File: src/rtl/piso_serializer_if.sv
// Load-side handshake and serial output bundle for piso_serializer.
// The master modport is the word producer; the slave modport is the serializer.
interface piso_serializer_if #(
  parameter int unsigned WIDTH = 8
);
  logic             clken;
  logic [WIDTH-1:0] load_data;
  logic             load_valid;
  logic             load_ready;
  logic             SO;
  logic             so_valid;
  logic             done;

  modport master (
    output clken,
    output load_data,
    output load_valid,
    input  load_ready,
    input  SO,
    input  so_valid,
    input  done
  );

  modport slave (
    input  clken,
    input  load_data,
    input  load_valid,
    output load_ready,
    output SO,
    output so_valid,
    output done
  );
endinterface

File: src/rtl/piso_serializer.sv
// Parallel-in serial-out serializer with a one-entry holding register and gap-free framing.
// Define PISO_SERIALIZER_LSB_FIRST_EN to transmit LSB first; the default build is MSB first.
module piso_serializer #(
  parameter int unsigned WIDTH = 8  // legal range 2..32
) (
  input logic              clk,
  input logic              rst,
  piso_serializer_if.slave bus
);

  localparam int unsigned     CntW    = $clog2(WIDTH);
  localparam logic [CntW-1:0] CntLast = CntW'(WIDTH - 1);

  typedef enum logic [0:0] {
    StIdle,
    StShift
  } state_e;

  state_e           state_q, state_d;
  logic [WIDTH-1:0] hold_q, hold_d;
  logic             hold_full_q, hold_full_d;
  logic [WIDTH-1:0] shreg_q, shreg_d;
  logic [CntW-1:0]  cnt_q, cnt_d;

  logic             handshake;
  logic             last_bit;
  logic             transfer;
  logic [WIDTH-1:0] shreg_shifted;
  logic             out_bit;

`ifdef PISO_SERIALIZER_LSB_FIRST_EN
  assign shreg_shifted = {1'b0, shreg_q[WIDTH-1:1]};
  assign out_bit       = shreg_q[0];
`else
  assign shreg_shifted = {shreg_q[WIDTH-2:0], 1'b0};
  assign out_bit       = shreg_q[WIDTH-1];
`endif

  // Handshake depends only on the registered flag so load_ready never sees clken.
  assign handshake = bus.load_valid && !hold_full_q;
  assign last_bit  = (state_q == StShift) && bus.clken && (cnt_q == CntLast);

  always_comb begin
    state_d     = state_q;
    hold_d      = hold_q;
    hold_full_d = hold_full_q;
    shreg_d     = shreg_q;
    cnt_d       = cnt_q;
    transfer    = 1'b0;

    case (state_q)
      StIdle: begin
        if (bus.clken && hold_full_q) begin
          transfer = 1'b1;
        end
      end
      StShift: begin
        if (last_bit) begin
          if (hold_full_q) begin
            transfer = 1'b1;
          end else begin
            state_d = StIdle;
          end
        end else if (bus.clken) begin
          shreg_d = shreg_shifted;
          cnt_d   = cnt_q + CntW'(1);
        end
      end
      default: state_d = StIdle;
    endcase

    if (transfer) begin
      state_d     = StShift;
      shreg_d     = hold_q;
      hold_full_d = 1'b0;
      cnt_d       = '0;
    end

    // Handshake and transfer are exclusive: one needs hold empty, the other hold full.
    if (handshake) begin
      hold_d      = bus.load_data;
      hold_full_d = 1'b1;
    end
  end

  always_ff @(posedge clk or posedge rst) begin
    if (rst) begin
      state_q     <= StIdle;
      hold_q      <= '0;
      hold_full_q <= 1'b0;
      shreg_q     <= '0;
      cnt_q       <= '0;
    end else begin
      state_q     <= state_d;
      hold_q      <= hold_d;
      hold_full_q <= hold_full_d;
      shreg_q     <= shreg_d;
      cnt_q       <= cnt_d;
    end
  end

  assign bus.load_ready = !hold_full_q;
  assign bus.so_valid   = (state_q == StShift);
  assign bus.SO         = (state_q == StShift) && out_bit;
  assign bus.done       = last_bit;

endmodule

File: src/flat_wrapper.sv
// flat-port wrapper written by rule: the top's interface ports become plain ports
module piso_serializer_flat 
#(
  parameter int unsigned WIDTH = 8                      
)
  (clk, rst, bus_clken, bus_load_data, bus_load_valid, bus_load_ready, bus_SO, bus_so_valid, bus_done);
  piso_serializer_if #(.WIDTH(WIDTH)) bus_i ();
  input logic clk;
  input logic rst;
  input wire logic [$bits(bus_i.clken)-1:0] bus_clken;
  input wire logic [$bits(bus_i.load_data)-1:0] bus_load_data;
  input wire logic [$bits(bus_i.load_valid)-1:0] bus_load_valid;
  output wire logic [$bits(bus_i.load_ready)-1:0] bus_load_ready;
  output wire logic [$bits(bus_i.SO)-1:0] bus_SO;
  output wire logic [$bits(bus_i.so_valid)-1:0] bus_so_valid;
  output wire logic [$bits(bus_i.done)-1:0] bus_done;
  assign bus_i.clken = bus_clken;
  assign bus_i.load_data = bus_load_data;
  assign bus_i.load_valid = bus_load_valid;
  assign bus_load_ready = bus_i.load_ready;
  assign bus_SO = bus_i.SO;
  assign bus_so_valid = bus_i.so_valid;
  assign bus_done = bus_i.done;
  piso_serializer #(.WIDTH(WIDTH)) u_core (.clk(clk), .rst(rst), .bus(bus_i));
endmodule
File: config.mk
export PLATFORM = sky130hd
export DESIGN_NAME = piso_serializer_flat
export DESIGN_NICKNAME = d
export VERILOG_FILES = /design/src/rtl/piso_serializer_if.sv /design/src/rtl/piso_serializer.sv /design/src/flat_wrapper.sv
export SDC_FILE = /design/constraint.sdc
export NUM_CORES = 1
export LEC_CHECK = 0
export ABC_AREA = 1
export CAP_MARGIN = 20
export CORE_ASPECT_RATIO = 1.2
export CORE_MARGIN = 1
export CORE_UTILIZATION = 25
export CTS_BUF_LIST = sky130_fd_sc_hd__clkbuf_8 sky130_fd_sc_hd__clkbuf_16
export CTS_CLUSTER_SIZE = 25
export DETAILED_ROUTE_END_ITERATION = 16
export PLACE_DENSITY = 0.51
export SETUP_SLACK_MARGIN = 0.5
export SYNTH_ARGS = -nofsm -noshare
export SYNTH_HDL_FRONTEND = slang
export SYNTH_SLANG_ARGS = --single-unit
File: constraint.sdc
create_clock -name clk -period 1.7 [get_ports clk]
set_input_delay 0.425 -clock clk [delete_from_list [all_inputs] [get_ports clk]]
set_output_delay 0.425 -clock clk [all_outputs]
set_load 0.005 [all_outputs]
Word level (Yosys, flattened, before mapping)
Index checks and enable logic that the tools add are counted.
{ "word_totals": {"regBits": 21, "input_bits": 12, "output_inout_bits": 4, "word_cells": 36} }
{ "op_classes": {"addsub": 1, "eq_ne": 2, "muxes": 17, "n_bitwise": 1, "reduce_logical": 10} }
{ "ops": {"columns": ["op", "count"], "rows": [
  ["two-way mux 8 bit", 4],
  ["two-way mux 3 bit", 4],
  ["two-way mux 1 bit", 8],
  ["nonzero test 2 bit", 3],
  ["logical AND 1 bit", 5],
  ["adder 3 x 1 -> 3 bit (second input constant)", 1],
  ["== test 3 bit (second input constant)", 1],
  ["AND reduction 3 bit", 1],
  ["inequality test 2 x 1 -> 1 bit (second input constant)", 1],
  ["case mux 1 bit (2 select lines)", 1],
  ["zero test 1 bit", 1],
  ["inverter 1 bit", 1]
]} }

Depth between registers and ports, before layout
{ "logic_depth": {"word_depth": 6, "depth_mapped": 9, "mapped_depth_nobuf": 9} }

Least setup slack after synthesis
No wires, ideal clock.
{ "synth_timing": {"path_type": "register to register", "startpoint": "reg u_core.cnt_q[0]", "endpoint": "reg u_core.shreg_q[7]", "setup_time_ns": 0.117, "arrival_time_ns": 1.213, "t_required_ns": 1.583, "path_slack_ns": 0.370, "stages_incl_launch_ff": 9, "path_buffers": 0, "synth_period_minus_slack_ns": 1.330, "cell_sequence": "dfrtp_1 ha_1 ha_1 nor2_2 nand2_2 nand2_4 inv_6 nand2_1 nand2_1"} }
{ "synth_via": {"elab_chain_len": 6, "word_cells_on_any_way": 9, "classes_between": "2 x eq/ne; 3 x mux; 4 x reduce/logical"} }
{ "synth_lines": {"columns": ["element", "line", "rtl"], "rows": [
  ["from (decl)", "piso_serializer.sv:23", "logic [CntW-1:0] cnt_q, cnt_d;"],
  ["from (signal assigned)", "piso_serializer.sv:98", "cnt_q <= cnt_d;"],
  ["== test 3 bit *", "piso_serializer.sv:41", "assign last_bit = (state_q == StShift) && bus.clken && (cnt_q == CntLast);"],
  ["logical AND 1 bit *", "piso_serializer.sv:41", null],
  ["two-way mux 1 bit", "piso_serializer.sv:58", "if (last_bit) begin"],
  ["case mux 1 bit (2 select lines)", "piso_serializer.sv:51", "case (state_q)"],
  ["inequality test 2 x 1 -> 1 bit (no line) / nonzero test 2 bit (equally long branches)", null, null],
  ["AND reduction 3 bit (no line)", null, null],
  ["to (signal assigned)", "piso_serializer.sv:97", "shreg_q <= shreg_d;"],
  ["to (decl)", "piso_serializer.sv:22", "logic [WIDTH-1:0] shreg_q, shreg_d;"]
]} }
Every way passes the cells marked *; elsewhere a longest branch is shown, timed or not.
A chain may end at the register's enable or synchronous reset.

Worst setup path after layout
{ "layout_timing": {"startpoint": "reg u_core.cnt_q[0]", "endpoint": "out bus_done"} }
{ "layout_via": {"elab_chain_len": 2} }
{ "layout_lines": {"columns": ["element", "line", "rtl"], "rows": [
  ["== test 3 bit", "piso_serializer.sv:41", null],
  ["logical AND 1 bit", "piso_serializer.sv:41", null],
  ["to (decl)", "flat_wrapper.sv:16", "output wire logic [$bits(bus_i.done)-1:0] bus_done;"]
]} }
Every way passes these cells.

==> impl_summary.log <==
[metrics] max_cap viols: 0
[metrics] number of buffer and inverter stages on the critical path: 1
[metrics] first drt pass iteration count: 4
[metrics] wire length of the first global-routing pass: 3590 um
[metrics] cell internal power dissipation: approximately 1.3 mW
[metrics] post-layout total power: between 2 and 2.5 mW
[metrics] Synth Warn #: 0
[metrics] portion of the clock cycle consumed by the worst path in the final layout: 0.961
[metrics] setup TNS: 0 ns
[metrics] routed wirelength normalized by instance count: 10.5 um
[metrics] crit-path max FO: 2
[metrics] final core utilization: 0.385
[metrics] Worst Hold Class: register to register
[metrics] minimum hold slack: roughly 0.48 ns
[metrics] number of antenna violations at the first check in global routing: 0
[metrics] final setup violation count: 0
[metrics] type of element launching the critical path: register
[metrics] Max clock buf depth: 2
[metrics] crit path DAT: approximately 1.2 ns
[metrics] nets in the synthesized netlist: between 100 and 150
[metrics] most frequent cells in the layout: sky130_fd_sc_hd__nand2_1 (61), sky130_fd_sc_hd__dfrtp_1 (21), sky130_fd_sc_hd__nand3_1 (15)
[metrics] top area cells in the synthesized netlist: sky130_fd_sc_hd__dfrtp_1 (53%), sky130_fd_sc_hd__nand2_1 (24%), sky130_fd_sc_hd__nand3_1 (7.6%)
[metrics] layout filler cell count: ~380
[metrics] source of the critical timing path: u_core.cnt_q[0]$_DFFE_PP0P_
[metrics] effective utilization at floorplan: 0.267
[metrics] FF/Latch Area: between 500 and 600 sq um
[metrics] part of the power in combinational logic: 0.452
[metrics] clock tree from TritonCTS: built
[metrics] commonest non-fill, non-tap cell in the layout: sky130_fd_sc_hd__nand2_1
[metrics] post-CTS clock slew at the launch and capture registers of the worst setup and hold paths: 0.08 ns
[metrics] HP Start: u_core.shreg_q[0]$_DFFE_PP0P_
[metrics] vias in the first global route: 859
[metrics] highest cell delay on the worst timing path: approximately 0.40 ns
[metrics] TritonCTS buffer count: 3
[metrics] n_diodes: 0
[metrics] sequential share of the synthesized area: 0.534
[metrics] total of flip-flops plus latches after synthesis: 21
[metrics] iteration-0 DRC count of the detailed router: 11
[metrics] clock root cell: sky130_fd_sc_hd__clkbuf_8
[metrics] static leakage power: between 0.7 and 0.8 nW
[metrics] count of endpoints failing hold in the final timing report: 0
[metrics] worst slew margin relative to its limit: 0.818
[metrics] crit path time final: 1.63 ns
[metrics] multi-input combinational cell area: around 500 sq um
[metrics] maximum number of pins on one net before global-route repair: 22
[metrics] clock latency of the later-clocked register in the worst-skew pair: 0.26 ns
[metrics] worst slack, placed: -0.305 ns
[metrics] type of destination of the critical path: output pin
[metrics] slowest stage cell, crit path: sky130_fd_sc_hd__dfrtp_1
[metrics] area of the mapped netlist: between 900 and 1000 sq um
[metrics] worst setup path class: register to output pin
[metrics] Avg Inst Size Synth: 8.07 sq um
[metrics] fraction of layout cells with a size suffix above 1: 0.269
[metrics] number of cells after detailed placement: 193
[metrics] floorplan die height: between 70 and 80 um
[metrics] Top Ports: 16
[metrics] result of the run: completed
[metrics] cell taking the most area after synthesis: sky130_fd_sc_hd__dfrtp_1
[metrics] post-place instance area: 1250 sq um
[metrics] measured slew at the worst slew-check pin: 0.274 ns
[metrics] Post-DP HPWL: 1410 um
[metrics] number of sinks on the clock net: 21
[metrics] portion of total power attributed to the clock network: 0.152
[metrics] standard cell core area: about 3700 sq um
[metrics] number of instances in the synthesized netlist: ~120
[metrics] per-cell via count in the routed design: just over 4
[metrics] final WL: roughly 2200 um
[metrics] count of vias placed by the detailed router: roughly 860
[metrics] setup repair after global routing missed its margin: yes
[metrics] power density cells: 1510 nW/um^2
[metrics] Sw Ratio: 0.393
[metrics] number of pins exceeding their max-slew limit in the final report: 0
[metrics] number of H-tree branching levels: 1
[metrics] CP Data Required Time: 1.27 ns
[metrics] Antenna Nets Post-Route: 0
[metrics] Worst IR Drop VDD: 0.000640 V
[metrics] area fraction of the dominant cell type after synthesis: 0.534
[metrics] Distinct cells, synth: 15
[metrics] clock skew after layout: roughly 0.0012 ns
[metrics] worst path cell trace: ha_2 > ha_4 > nand2_2 > nor2_2 > buf_2
[metrics] Non-Filler Instances: 208
[metrics] total gr overflow: 0
[metrics] number of port buffers: 15
[metrics] area of all placed cells without fillers: about 1400 sq um
[metrics] post-synthesis to final-layout area growth: 44.5%
[metrics] remaining routing DRC violations: 0
[metrics] reg-to-reg critical path startpoint: u_core.cnt_q[0]$_DFFE_PP0P_
[metrics] Psw: about 0.84 mW
[metrics] horizontal die dimension: about 59 um
[metrics] full die area: 4190 sq um
[metrics] maximum achievable frequency: slightly above 600 MHz
[metrics] global-route usage over all layers: 0.114
[metrics] Final Worst Setup Slack: 0.0656 ns
[metrics] total number of placement rows: 24
[metrics] cell family with the largest share of critical-path delay: flip-flops
[metrics] gp weighted congestion: between 0.7 and 0.8
[metrics] relative contribution of sequential cells to total power: 0.396
[metrics] number of nets in the layout: 171
[layout make-up]
class,instances,area share
tap,52,0.0457
multi-input combinational,93,0.348
timing repair buffer,28,0.164
inverter,9,0.0361
clock buffer,3,0.0290
timing repair inverter,1,0.00440
clock inverter,1,0.00264
sequential,21,0.369
[what timing repair did]
action / 4_1_cts / 5_1_grt
cloned: 4 / 0
gates resized for setup: 25 / 9
hold buffers: 0 / 0
buffers inserted: 5 / 2
setup endpoints to repair: 17 / 25
pin swaps: 9 / 3
[cells in the mapped netlist, drive strengths merged]
library cell,count
o21ai,2
nand2,68
nor2,2
buf,2
nand3,15
ha,2
dfrtp,21
mux2i,1
inv,9
[power groups by stage]
| stage | sequential (mW) | clock (mW) | combinational, mW |
|---|---|---|---|
| floorplan | 0.829 | 0 | 0.500 |
| global placement | 0.856 | 0 | 0.715 |
| detailed placement | 0.864 | 0 | 0.726 |
| CTS | 0.848 | 0.337 | 0.885 |
| global route | 0.869 | 0.360 | 1.10 |
| finish | 0.848 | 0.326 | 0.971 |
[worst reg2reg max path: stages (launching register included)]
cell                      delay, ns
sky130_fd_sc_hd__dfrtp_1       0.40
sky130_fd_sc_hd__ha_2          0.19
sky130_fd_sc_hd__ha_4          0.16
sky130_fd_sc_hd__buf_4         0.15
sky130_fd_sc_hd__nor2_4        0.09
sky130_fd_sc_hd__nand2_2       0.09
sky130_fd_sc_hd__nand2_4       0.15
sky130_fd_sc_hd__inv_4         0.07
sky130_fd_sc_hd__nand2_1       0.06
sky130_fd_sc_hd__nand2_1       0.04
[sequential cells by signal (all words and copies together) (netlist names)]
register             count
u_core.cnt_q             3
u_core.shreg_q           8
u_core.hold_q            8
u_core.bus.so_valid      1
u_core.hold_full_q       1
[per-layer routing]
layer | vias to the layer above | global-route usage | wire length [um]
li1 | 457 | - | -
met2 | 17 | 0.184 | 1060
met3 | 7 | 0.0274 | 75
met5 | - | 0 | 0
met4 | 0 | 0.0873 | 65
met1 | 377 | 0.127 | 970
[path summary, 6_finish.rpt]
kind,cells past startpoint,to,slack (ns)
min in group asynchronous,3,u_core.cnt_q[2]$_DFFE_PP0P_,0.49
max in group asynchronous,3,u_core.shreg_q[2]$_DFFE_PP0P_,1.00
worst min register to register,2,u_core.shreg_q[0]$_DFFE_PP0P_,0.48
worst min-delay path,2,u_core.shreg_q[0]$_DFFE_PP0P_,0.48
worst max-delay path,5,bus_done,0.07
worst max register to register,9,u_core.shreg_q[0]$_DFFE_PP0P_,0.20
[logic make-up (layout without fill, tap and decap cells)]
group / Yosys count / count (layout) / share of synthesized area
adder cells (fa/ha/maj): 2 / 2 / 0.0254
AND/OR/NAND/NOR: 85 / 88 / 0.368
AO/OA/AOI/OAI: 2 / 2 / 0.0102
buffers and inverters: 11 / 42 / 0.0521
multiplexers: 1 / 1 / 0.0102
flip-flops: 21 / 21 / 0.534
No activity file was read; power rests on OpenSTA's default activity.
